--- src/rtl/commit_pkg.sv ---
`default_nettype none
// ============================================================================
// commit_pkg
// ----------------------------------------------------------------------------
// Shared types and constants for the in-order commit scheduler: datapath
// widths, writeback source tags and the commit record layout.
// Revision: 1.0 - initial release
// ============================================================================
package commit_pkg;

  localparam int XLEN   = 32;
  localparam int CSR_AW = 12;
  localparam int GPR_AW = 5;

  // Writeback source tags stored in the order FIFO
  localparam logic SRC_EXU = 1'b0;
  localparam logic SRC_LSU = 1'b1;

  typedef struct packed {
    logic              pc_wen;
    logic [XLEN-1:0]   new_pc;
    logic              csra_wen;
    logic [CSR_AW-1:0] csra_addr;
    logic [XLEN-1:0]   csra_data;
    logic              csrb_wen;
    logic [CSR_AW-1:0] csrb_addr;
    logic [XLEN-1:0]   csrb_data;
    logic              gpr_wen;
    logic [GPR_AW-1:0] gpr_addr;
    logic [XLEN-1:0]   gpr_data;
  } commit_rec_t;

endpackage
`default_nettype wire

--- src/rtl/commit_order_fifo.sv ---
`default_nettype none
// ============================================================================
// commit_order_fifo
// ----------------------------------------------------------------------------
// Circular buffer of 1-bit writeback source tags kept in program order.
// Pointers carry an extra wrap bit so full/empty are told apart without a
// separate counter.
// Ports:
//   clock, reset       - clock, asynchronous active-high reset
//   push_i, din_i      - write a tag (ignored when full)
//   pop_i              - retire the head tag (ignored when empty)
//   flush_i            - drop all entries; overrides push/pop
//   head_o             - tag at the read pointer
//   full_o, empty_o    - occupancy flags
//   count_o            - occupancy (wr_ptr - rd_ptr)
// Revision: 1.0 - initial release
// ============================================================================
module commit_order_fifo #(
  parameter  int DEPTH = 4,
  localparam int PTR_W = $clog2(DEPTH)
) (
  input  logic             clock,
  input  logic             reset,
  input  logic             push_i,
  input  logic             din_i,
  input  logic             pop_i,
  input  logic             flush_i,
  output logic             head_o,
  output logic             full_o,
  output logic             empty_o,
  output logic [PTR_W:0]   count_o
);

  localparam logic [PTR_W:0] PTR_ONE = {{PTR_W{1'b0}}, 1'b1};

  logic [DEPTH-1:0] mem_q;
  logic [PTR_W:0]   wr_ptr_q;
  logic [PTR_W:0]   rd_ptr_q;

  assign full_o  = (wr_ptr_q[PTR_W] != rd_ptr_q[PTR_W]) &&
                   (wr_ptr_q[PTR_W-1:0] == rd_ptr_q[PTR_W-1:0]);
  assign empty_o = (wr_ptr_q == rd_ptr_q);
  assign count_o = wr_ptr_q - rd_ptr_q;
  assign head_o  = mem_q[rd_ptr_q[PTR_W-1:0]];

  always_ff @(posedge clock or posedge reset) begin
    if (reset) begin
      mem_q    <= '0;
      wr_ptr_q <= '0;
      rd_ptr_q <= '0;
    end else if (flush_i) begin
      wr_ptr_q <= '0;
      rd_ptr_q <= '0;
    end else begin
      // Full/empty are evaluated on the current pointers, so a pop never
      // frees a slot for a push in the same cycle.
      if (push_i && !full_o) begin
        mem_q[wr_ptr_q[PTR_W-1:0]] <= din_i;
        wr_ptr_q                   <= wr_ptr_q + PTR_ONE;
      end
      if (pop_i && !empty_o) begin
        rd_ptr_q <= rd_ptr_q + PTR_ONE;
      end
    end
  end

endmodule
`default_nettype wire

--- src/rtl/commit_sched.sv ---
`default_nettype none
// ============================================================================
// commit_sched
// ----------------------------------------------------------------------------
// In-order writeback commit scheduler. Dispatch pushes each instruction's
// writeback source into an order FIFO; only the source at the FIFO head is
// granted, and the granted record is registered into a single commit record
// that drives PC/CSR/GPR update and the simulation commit hook.
// Ports:
//   clock, reset, flush          - clock, async reset, sync pipeline flush
//   iss_valid/iss_ready/iss_src  - dispatch push of the writeback source
//   exu_*                        - EXU commit record and handshake
//   lsu_*                        - LSU commit record and handshake
//   cm_*                         - registered commit record (latency 1)
//   pending                      - order-FIFO occupancy
// Revision: 1.0 - initial release
// ============================================================================
module commit_sched
  import commit_pkg::*;
#(
  parameter  int DEPTH = 4,
  localparam int PTR_W = $clog2(DEPTH)
) (
  input  logic              clock,
  input  logic              reset,
  input  logic              flush,
  input  logic              iss_valid,
  output logic              iss_ready,
  input  logic              iss_src,
  input  logic              exu_valid,
  output logic              exu_ready,
  input  logic              exu_pc_wen,
  input  logic [XLEN-1:0]   exu_new_pc,
  input  logic              exu_csra_wen,
  input  logic [CSR_AW-1:0] exu_csra_addr,
  input  logic [XLEN-1:0]   exu_csra_data,
  input  logic              exu_csrb_wen,
  input  logic [CSR_AW-1:0] exu_csrb_addr,
  input  logic [XLEN-1:0]   exu_csrb_data,
  input  logic              exu_gpr_wen,
  input  logic [GPR_AW-1:0] exu_gpr_addr,
  input  logic [XLEN-1:0]   exu_gpr_data,
  input  logic              lsu_valid,
  output logic              lsu_ready,
  input  logic              lsu_pc_wen,
  input  logic [XLEN-1:0]   lsu_new_pc,
  input  logic              lsu_gpr_wen,
  input  logic [GPR_AW-1:0] lsu_gpr_addr,
  input  logic [XLEN-1:0]   lsu_gpr_data,
  output logic              cm_valid,
  output logic              cm_pc_wen,
  output logic              cm_csra_wen,
  output logic              cm_csrb_wen,
  output logic              cm_gpr_wen,
  output logic [XLEN-1:0]   cm_new_pc,
  output logic [XLEN-1:0]   cm_csra_data,
  output logic [XLEN-1:0]   cm_csrb_data,
  output logic [XLEN-1:0]   cm_gpr_data,
  output logic [CSR_AW-1:0] cm_csra_addr,
  output logic [CSR_AW-1:0] cm_csrb_addr,
  output logic [GPR_AW-1:0] cm_gpr_addr,
  output logic [PTR_W:0]    pending
);

  logic fifo_full;
  logic fifo_empty;
  logic fifo_head;
  logic push;
  logic pop;
  logic exu_pop;
  logic lsu_pop;

  commit_rec_t exu_rec;
  commit_rec_t lsu_rec;
  commit_rec_t cm_d;
  commit_rec_t cm_q;
  logic        cm_valid_d;
  logic        cm_valid_q;

  // --------------------------------------------------------------------------
  // Order FIFO and handshakes
  // --------------------------------------------------------------------------
  assign iss_ready = !fifo_full;
  assign push      = iss_valid && iss_ready && !flush;

  assign exu_ready = !fifo_empty && (fifo_head == SRC_EXU) && !flush;
  assign lsu_ready = !fifo_empty && (fifo_head == SRC_LSU) && !flush;
  assign exu_pop   = exu_valid && exu_ready;
  assign lsu_pop   = lsu_valid && lsu_ready;
  // Grants are mutually exclusive through the head tag, so at most one pops.
  assign pop       = exu_pop || lsu_pop;

  commit_order_fifo #(
    .DEPTH (DEPTH)
  ) u_order_fifo (
    .clock   (clock),
    .reset   (reset),
    .push_i  (push),
    .din_i   (iss_src),
    .pop_i   (pop),
    .flush_i (flush),
    .head_o  (fifo_head),
    .full_o  (fifo_full),
    .empty_o (fifo_empty),
    .count_o (pending)
  );

  // --------------------------------------------------------------------------
  // Source records; GPR x0 is never written, LSU never writes CSRs
  // --------------------------------------------------------------------------
  always_comb begin
    exu_rec           = '0;
    exu_rec.pc_wen    = exu_pc_wen;
    exu_rec.new_pc    = exu_new_pc;
    exu_rec.csra_wen  = exu_csra_wen;
    exu_rec.csra_addr = exu_csra_addr;
    exu_rec.csra_data = exu_csra_data;
    exu_rec.csrb_wen  = exu_csrb_wen;
    exu_rec.csrb_addr = exu_csrb_addr;
    exu_rec.csrb_data = exu_csrb_data;
    exu_rec.gpr_wen   = exu_gpr_wen && (exu_gpr_addr != '0);
    exu_rec.gpr_addr  = exu_gpr_addr;
    exu_rec.gpr_data  = exu_gpr_data;
  end

  always_comb begin
    lsu_rec          = '0;
    lsu_rec.pc_wen   = lsu_pc_wen;
    lsu_rec.new_pc   = lsu_new_pc;
    lsu_rec.gpr_wen  = lsu_gpr_wen && (lsu_gpr_addr != '0);
    lsu_rec.gpr_addr = lsu_gpr_addr;
    lsu_rec.gpr_data = lsu_gpr_data;
  end

  // --------------------------------------------------------------------------
  // Commit register: idle cycles drop the enables but keep data/address so
  // the downstream buses do not toggle needlessly.
  // --------------------------------------------------------------------------
  always_comb begin
    cm_d          = cm_q;
    cm_d.pc_wen   = 1'b0;
    cm_d.csra_wen = 1'b0;
    cm_d.csrb_wen = 1'b0;
    cm_d.gpr_wen  = 1'b0;
    cm_valid_d    = pop;
    if (exu_pop) begin
      cm_d = exu_rec;
    end else if (lsu_pop) begin
      cm_d = lsu_rec;
    end
  end

  always_ff @(posedge clock or posedge reset) begin
    if (reset) begin
      cm_q       <= '0;
      cm_valid_q <= 1'b0;
    end else begin
      cm_q       <= cm_d;
      cm_valid_q <= cm_valid_d;
    end
  end

  assign cm_valid     = cm_valid_q;
  assign cm_pc_wen    = cm_q.pc_wen;
  assign cm_new_pc    = cm_q.new_pc;
  assign cm_csra_wen  = cm_q.csra_wen;
  assign cm_csra_addr = cm_q.csra_addr;
  assign cm_csra_data = cm_q.csra_data;
  assign cm_csrb_wen  = cm_q.csrb_wen;
  assign cm_csrb_addr = cm_q.csrb_addr;
  assign cm_csrb_data = cm_q.csrb_data;
  assign cm_gpr_wen   = cm_q.gpr_wen;
  assign cm_gpr_addr  = cm_q.gpr_addr;
  assign cm_gpr_data  = cm_q.gpr_data;

endmodule
`default_nettype wire
--- config.mk ---
export PLATFORM = sky130hd
export DESIGN_NAME = commit_sched
export DESIGN_NICKNAME = d
export VERILOG_FILES = /design/src/rtl/commit_pkg.sv /design/src/rtl/commit_order_fifo.sv /design/src/rtl/commit_sched.sv
export SDC_FILE = /design/constraint.sdc
export NUM_CORES = 1
export LEC_CHECK = 0
export CAP_MARGIN = 20
export CORE_AREA = 2 2 157 159
export CTS_BUF_LIST = sky130_fd_sc_hd__clkbuf_8
export DETAILED_ROUTE_END_ITERATION = 12
export DIE_AREA = 0 0 159 161
export SETUP_SLACK_MARGIN = 0.02
export SLEW_MARGIN = 0
export SYNTH_ARGS = -nofsm -noshare
export SYNTH_HDL_FRONTEND = slang
export SYNTH_SLANG_ARGS = --single-unit
--- constraint.sdc ---
create_clock -name clock -period 16 [get_ports clock]
set_input_delay 3.2 -clock clock [delete_from_list [all_inputs] [get_ports clock]]
set_output_delay 3.2 -clock clock [all_outputs]
set_load 0.01 [all_outputs]
==> results of run 1 <==
==> metal layers <==
| layer | vias to the layer above | global-route usage |
|---|---|---|
| li1 | 2760 | - |
| met1 | 2972 | 0.2332 |
| met4 | 0 | 0.04132 |
| met5 | - | 0 |
| met3 | 13 | 0.05624 |
| met2 | 250 | 0.3130 |
==> state kept, by name, summed over array words and instances, names as in the netlist <==
register	cells
cm_valid	1
cm_gpr_wen	1
cm_csra_wen	1
cm_pc_wen	1
cm_csrb_data	32
u_order_fifo.mem_q	4
cm_csrb_wen	1
cm_csra_addr	12
cm_gpr_data	32
cm_gpr_addr	5
cm_new_pc	32
cm_csra_data	32
u_order_fifo.rd_ptr_q	3
cm_csrb_addr	12
u_order_fifo.wr_ptr_q	3
==> per-stage QoR <==
step	setup slack [ns]	total power, W	cell area, um^2
floorplan	8.140	0.001136	6978
global placement	7.796	0.001670	11320
detailed placement	7.701	0.001677	11320
CTS	7.686	0.001998	11710
global route	7.581	0.002086	11740
finish	7.685	0.001971	11740
==> worst min-delay path by stage <==
stage,startpoint,endpoint,slack (ns)
3_3_place_gp,cm_csra_data[19],cm_csra_data[19],0.49
3_5_place_dp,cm_csrb_data[6],cm_csrb_data[6],0.49
6_report,cm_csra_addr[5],cm_csra_addr[5],0.51
2_1_floorplan,u_order_fifo.mem_q[2],u_order_fifo.mem_q[2],0.47
5_1_grt,cm_csrb_data[14],cm_csrb_data[14],0.53
4_1_cts,cm_csra_addr[5],cm_csra_addr[5],0.52
==> cell families after synthesis <==
| logic type | synth area share |
|---|---|
| AO/OA/AOI/OAI | 0.2345 |
| flip-flops | 0.6168 |
| AND/OR/NAND/NOR | 0.06330 |
| buffers and inverters | 0.05110 |
| adder cells (fa/ha/maj) | 0.01542 |
| multiplexers | 0.01255 |
| XOR/XNOR | 0.006277 |
==> Yosys cell counts, types with 3 or more instances <==
master    instances  area (um^2)
a221o_1          31        310.3
buf_2            24        120.1
inv_1            41        153.9
dfrtp_1         172         4304
a22o_1           88        770.7
o221a_2          38        427.9
mux2_2            4        45.04
clkbuf_1         16        60.06
nand2b_1         38        237.7
nor2_1           34        127.6
and2_1            3        18.77
xnor2_1           3        26.28
o21ai_0           4        20.02
nand2_1           6        22.52
ha_1              7        87.58
==> critical path, stage by stage <==
cell and delay [ns]:
clkdlybuf4s50_1 0.53, inv_1 0.24, o21ai_0 0.31, nor2b_1 0.26
clkdlybuf4s50_1 0.57
==> cell type report <==
cell class | instances | area, um^2
fillers | 2255 | 12230
flip-flops and latches | 172 | 4304
well taps | 324 | 405.4
inverters | 42 | 162.7
clock buffers | 17 | 234.0
multi-input cells | 278 | 2337
repair buffers | 413 | 4136
clock inverters | 15 | 157.7
==> power by group <==
group / switching (W) / internal (W) / leakage [nW]
sequential: 0.000106 / 0.000624 / 2.15
clock: 0.000182 / 0.000130 / 0.201
combinational: 0.000361 / 0.000567 / 2.61
==> summary.md, run 1 <==
| Metric | Value |
|---|---|
| DR DRC count | `0` |
| Post-cts resize count | `0` |
| TNS Setup | `0 ns` |
| Slew @ Worst Pin | `roughly 0.9 ns` |
| Max layer used | `met4` |
| Yosys cell types | `35` |
| Power Density | `167.9 mW/mm^2` |
| Max frequency | `120.3 MHz` |
| Worst flop-to-flop path startpoint | `u_order_fifo.wr_ptr_q[0]` |
| Clock buffer depth | `2` |
| Synth-to-layout area growth | `68.21%` |
| CTS Hold Bufs | `0` |
| GPL Wtd Cong | `0.8335` |
| # port buffers | `406` |
| Crit path from | `flush` |
| Arr. time, crit path | `5.11 ns` |
| Final Hold Vio Count | `0` |
| YS warnings | `0` |
| Core area | `0.02396 mm^2` |
| CP startpoint kind | `primary input` |
| Number of inserted diodes | `0` |
| Synthesized area per cell | `13.07 um^2` |
| DR WL met2 | `11830 um` |
| Total CTS buffers | `17` |
| Synth Flop Type | `dfrtp_1` |
| Post-synth EDFFs | `0` |
| Post-synthesis instance area | `0.006978 mm^2` |
| H-tree depth | `4` |
| Syn Nets | `781` |
| Drt wl/cell | `18.96 um` |
| Total GRT Usage | `0.1846` |
| Worst hold path class | `reg2reg` |
| M1 WL | `10160 um` |
| Setup violations, final | `0` |
| WHS Path Cells | `1` |
| Worst Setup EP | `lsu_ready` |
| Commonest non-fill, non-tap cell in the layout | `clkdlybuf4s50_1` |
| Clk_lat worst skew | `0.45 ns` |
| Post-synth ARST share | `1.000` |
| Die ar. | `0.02560 mm^2` |
| Maximum VDD drop | `61.32 uV` |
| Number of nets in the layout | `roughly 1200` |
| Drt pass-1 iters | `4` |
| Vias per cell | `4.754` |
| Status | `complete, no violations` |
| Die X-Extent | `159 um` |
| LEAKAGE | `~5.0 nW` |
| RSZ-0062 raised after global routing | `no` |
| Final hold slack | `0.5065 ns` |
| R2r endpoint | `cm_gpr_data[25]` |
| FF-to-FF path depth | `7` |
| Pin count of the biggest net entering global routing | `just under 100` |
| Cells after Synth | `approximately 530` |
| Ports | `407` |
| Clock skew | `0.01727 ns` |
| First-pass GRT wire length | `about 37000 um` |
| Row cnt | `57` |
| Worst-path clk slew | `0.09 ns` |
| R2r setup slk | `roughly 13 ns` |
| Initial antenna violation count | `0` |
| Final slew viol count | `0` |
| DR iter-0 viols | `359` |
| Vias in the first global route | `6160` |
| Layout Cells excl Fill | `1261` |
| Req. time, crit path | `roughly 13 ns` |
| Number of synthesized register bits | `172` |
| Placed Instances | `roughly 1200` |
| Met3 WL | `1672 um` |
| Vias after detailed routing | `5995` |
| CTS sink count | `172` |
| Max-cap violations | `0` |
| Worst rel slew slack | `0.3941` |
| Core Util, Final | `0.4898` |
| Sequential fraction of the synthesis area | `0.6168` |
| Crit path time final | `slightly above 8 ns` |
| Period utilization | `0.5197` |
| Setup Fix Bufs, Post-CTS | `0` |
| Final wirelength | `around 24000 um` |
| CP Class | `in2out` |
| Grt ovf | `0` |
| Clock root buffer | `clkbuf_8` |
| TritonCTS clock tree | `done` |
| Die Ht | `161 um` |
| Routed Antenna Nets | `0` |
| Ratio of cells with drive above 1 in the final layout | `0.09285` |
| Critical path peak fanout | `6` |
| Hpwl dp | `about 17000 um` |
| Critical Path End Type | `primary output` |
| Initial Utilization | `0.2912` |
| Most frequent cells in the layout | `clkdlybuf4s50_1 (406), dfrtp_1 (172), a22o_1 (88)` |
Note: power is estimated with default switching activity, not from simulation.
==> run 2: changes to the inputs <==
CORE_AREA = 2 2 159 161   (was 2 2 157 159)
DIE_AREA = 0 0 161 163   (was 0 0 159 161)
clock period = 8.1 ns   (was 16 ns; I/O delays follow)
==> summary.md, run 2 (synthesized netlist as in run 1, its figures left out) <==
| Metric | Value |
|---|---|
| Pin count of the biggest net entering global routing | `82 (was 99)` |
| Initial antenna violation count | `0 (unchanged)` |
| Worst rel slew slack | `0.3742 (was 0.3941)` |
| H-tree depth | `4 (unchanged)` |
| Clk_lat worst skew | `0.46 ns (was 0.45 ns)` |
| Drt wl/cell | `19.37 um (was 18.96 um)` |
| Worst-path clk slew | `0.09 ns (about the same)` |
| Final slew viol count | `0 (unchanged)` |
| Vias per cell | `4.709 (was 4.754)` |
| Max layer used | `met4 (unchanged)` |
| Drt pass-1 iters | `4 (unchanged)` |
| Critical path peak fanout | `6 (unchanged)` |
| CTS sink count | `172 (unchanged)` |
| GPL Wtd Cong | `0.7923 (was 0.8335)` |
| Storage cell area | `0.004304 mm^2 (unchanged)` |
| Crit path time final | `5.132 ns` |
| Number of nets in the layout | `1170 (was 1171)` |
| CTS Hold Bufs | `0 (unchanged)` |
| Die X-Extent | `161 um (was 159 um)` |
| Max-cap violations | `0 (unchanged)` |
| Routed Antenna Nets | `0 (unchanged)` |
| Total CTS buffers | `17 (unchanged)` |
| Number of inserted diodes | `0 (unchanged)` |
| R2r endpoint | `cm_gpr_data[29] (was cm_gpr_data[25])` |
| Fillers | `2316 (was 2255)` |
| Initial Utilization | `0.2828 (was 0.2912)` |
| Grt ovf | `0 (unchanged)` |
| Vias in the first global route | `6209 (was 6160)` |
| Setup Fix Bufs, Post-CTS | `0 (unchanged)` |
| DR DRC count | `0 (unchanged)` |
| Ports | `407 (unchanged)` |
| Crit path from | `flush (unchanged)` |
| Critical Path End Type | `primary output (unchanged)` |
| Worst Setup EP | `lsu_ready (unchanged)` |
| Layout Cells excl Fill | `1266 (was 1261)` |
| DR iter-0 viols | `368 (was 359)` |
| Core Util, Final | `0.4756 (was 0.4898)` |
| Total GRT Usage | `0.1846 (about the same)` |
| Final wirelength | `24530 um (was 23910 um)` |
| Maximum VDD drop | `166.1 uV (was 61.32 uV)` |
| # port buffers | `406 (unchanged)` |
| Hpwl dp | `17270 um (was 17100 um)` |
| FF-to-FF path depth | `7 (unchanged)` |
| Ratio of cells with drive above 1 in the final layout | `0.09188 (was 0.09285)` |
| Arr. time, crit path | `3.51 ns (was 5.11 ns)` |
| Worst slack, placed | `2.999 ns (was 7.701 ns)` |
| Power Density | `333.7 mW/mm^2 (was 167.9 mW/mm^2)` |
| R2r setup slk | `4.62 ns (was 12.58 ns)` |
| Max frequency | `194.9 MHz` |
| Period utilization | `0.6336` |
| Slew @ Worst Pin | `0.9387 ns (was 0.9089 ns)` |
| Commonest non-fill, non-tap cell in the layout | `clkdlybuf4s50_1 (unchanged)` |
| Worst setup margin | `2.968 ns (was 7.685 ns)` |
| Clock skew | `0.02542 ns (was 0.01727 ns)` |
| Post-cts resize count | `0 (unchanged)` |
| RSZ-0062 raised after global routing | `no (unchanged)` |
| Setup violations, final | `0 (unchanged)` |
| M1 WL | `10340 um (was 10160 um)` |
| Worst hold path class | `reg2reg (unchanged)` |
| Core area | `0.02467 mm^2 (was 0.02396 mm^2)` |
| CP startpoint kind | `primary input (unchanged)` |
| Clock buffer depth | `2 (unchanged)` |
| Row cnt | `58 (was 57)` |
| Vias after detailed routing | `5962 (was 5995)` |
| Status | `complete, no violations (unchanged)` |
| Worst flop-to-flop path startpoint | `u_order_fifo.wr_ptr_q[0] (unchanged)` |
| Footprint of the multi-input gates | `0.002337 mm^2 (unchanged)` |
| TNS Setup | `0 ns (unchanged)` |
| First-pass GRT wire length | `37060 um (was 36920 um)` |
| Req. time, crit path | `6.48 ns (was 12.80 ns)` |
| CP Class | `in2out (unchanged)` |
| Clock root buffer | `clkbuf_8 (unchanged)` |
| TritonCTS clock tree | `done (unchanged)` |
| LEAKAGE | `4.953 nW (was 4.960 nW)` |
| Final Hold Vio Count | `0 (unchanged)` |
| Synth-to-layout area growth | `68.16% (was 68.21%)` |
| DR WL met2 | `11660 um (was 11830 um)` |
| Die ar. | `0.02624 mm^2 (was 0.02560 mm^2)` |
| Die Ht | `163 um (was 161 um)` |
| Placed Instances | `1234 (was 1228)` |
| Most frequent cells in the layout | `clkdlybuf4s50_1 (406), dfrtp_1 (172), a22o_1 (88) (unchanged)` |
| Met3 WL | `2018 um (was 1672 um)` |
run 2: area by class of cell:
| class | count | area share |
|---|---|---|
| Timing Repair Buffer | 412 | 0.3502 |
| Tap cell | 330 | 0.03519 |
| Sequential cell | 172 | 0.3668 |
| Inverter | 42 | 0.01386 |
| Multi-Input combinational cell | 278 | 0.1992 |
| Clock inverter | 15 | 0.01482 |
| Clock buffer | 17 | 0.01994 |
run 2: power by group:
group,internal (W),switching [W],total (W)
registers,0.00123,0.000216,0.00145
logic,0.00112,0.000716,0.00184
clock network,0.000261,0.000370,0.000632
run 2: worst min path at each step:
stage,startpoint,cells past startpoint,slack (ns),to
2_1_floorplan,u_order_fifo.mem_q[2],1,0.47,u_order_fifo.mem_q[2]
3_3_place_gp,cm_csra_data[20],1,0.49,cm_csra_data[20]
3_5_place_dp,cm_csrb_addr[7],1,0.49,cm_csrb_addr[7]
4_1_cts,cm_csrb_data[28],1,0.52,cm_csrb_data[28]
5_1_grt,cm_csrb_addr[1],1,0.53,cm_csrb_addr[1]
6_report,cm_csra_data[13],1,0.51,cm_csra_data[13]
run 2: worst max-delay path: stages:
cell and delay [ns]:
clkdlybuf4s50_1 0.54, inv_1 0.24, o21ai_0 0.30, nor2b_1 0.25, clkdlybuf4s50_1 0.56
run 2: metrics by stage:
stage / total power (W) / area [um^2] / hold WS [ns]
6_report: 0.003915 / 11730 / 0.5120
3_5_place_dp: 0.003311 / 11330 / 0.4902
2_1_floorplan: 0.002244 / 6978 / 0.4738
5_1_grt: 0.004147 / 11730 / 0.5288
4_1_cts: 0.003969 / 11730 / 0.5169
3_3_place_gp: 0.003300 / 11330 / 0.4868
run 2: routing by layer:
layer / vias to the layer above / GRT usage
met5: - / 0
met4: 0 / 0.06494
met3: 29 / 0.05933
met2: 279 / 0.3016
met1: 2896 / 0.2310
li1: 2758 / -
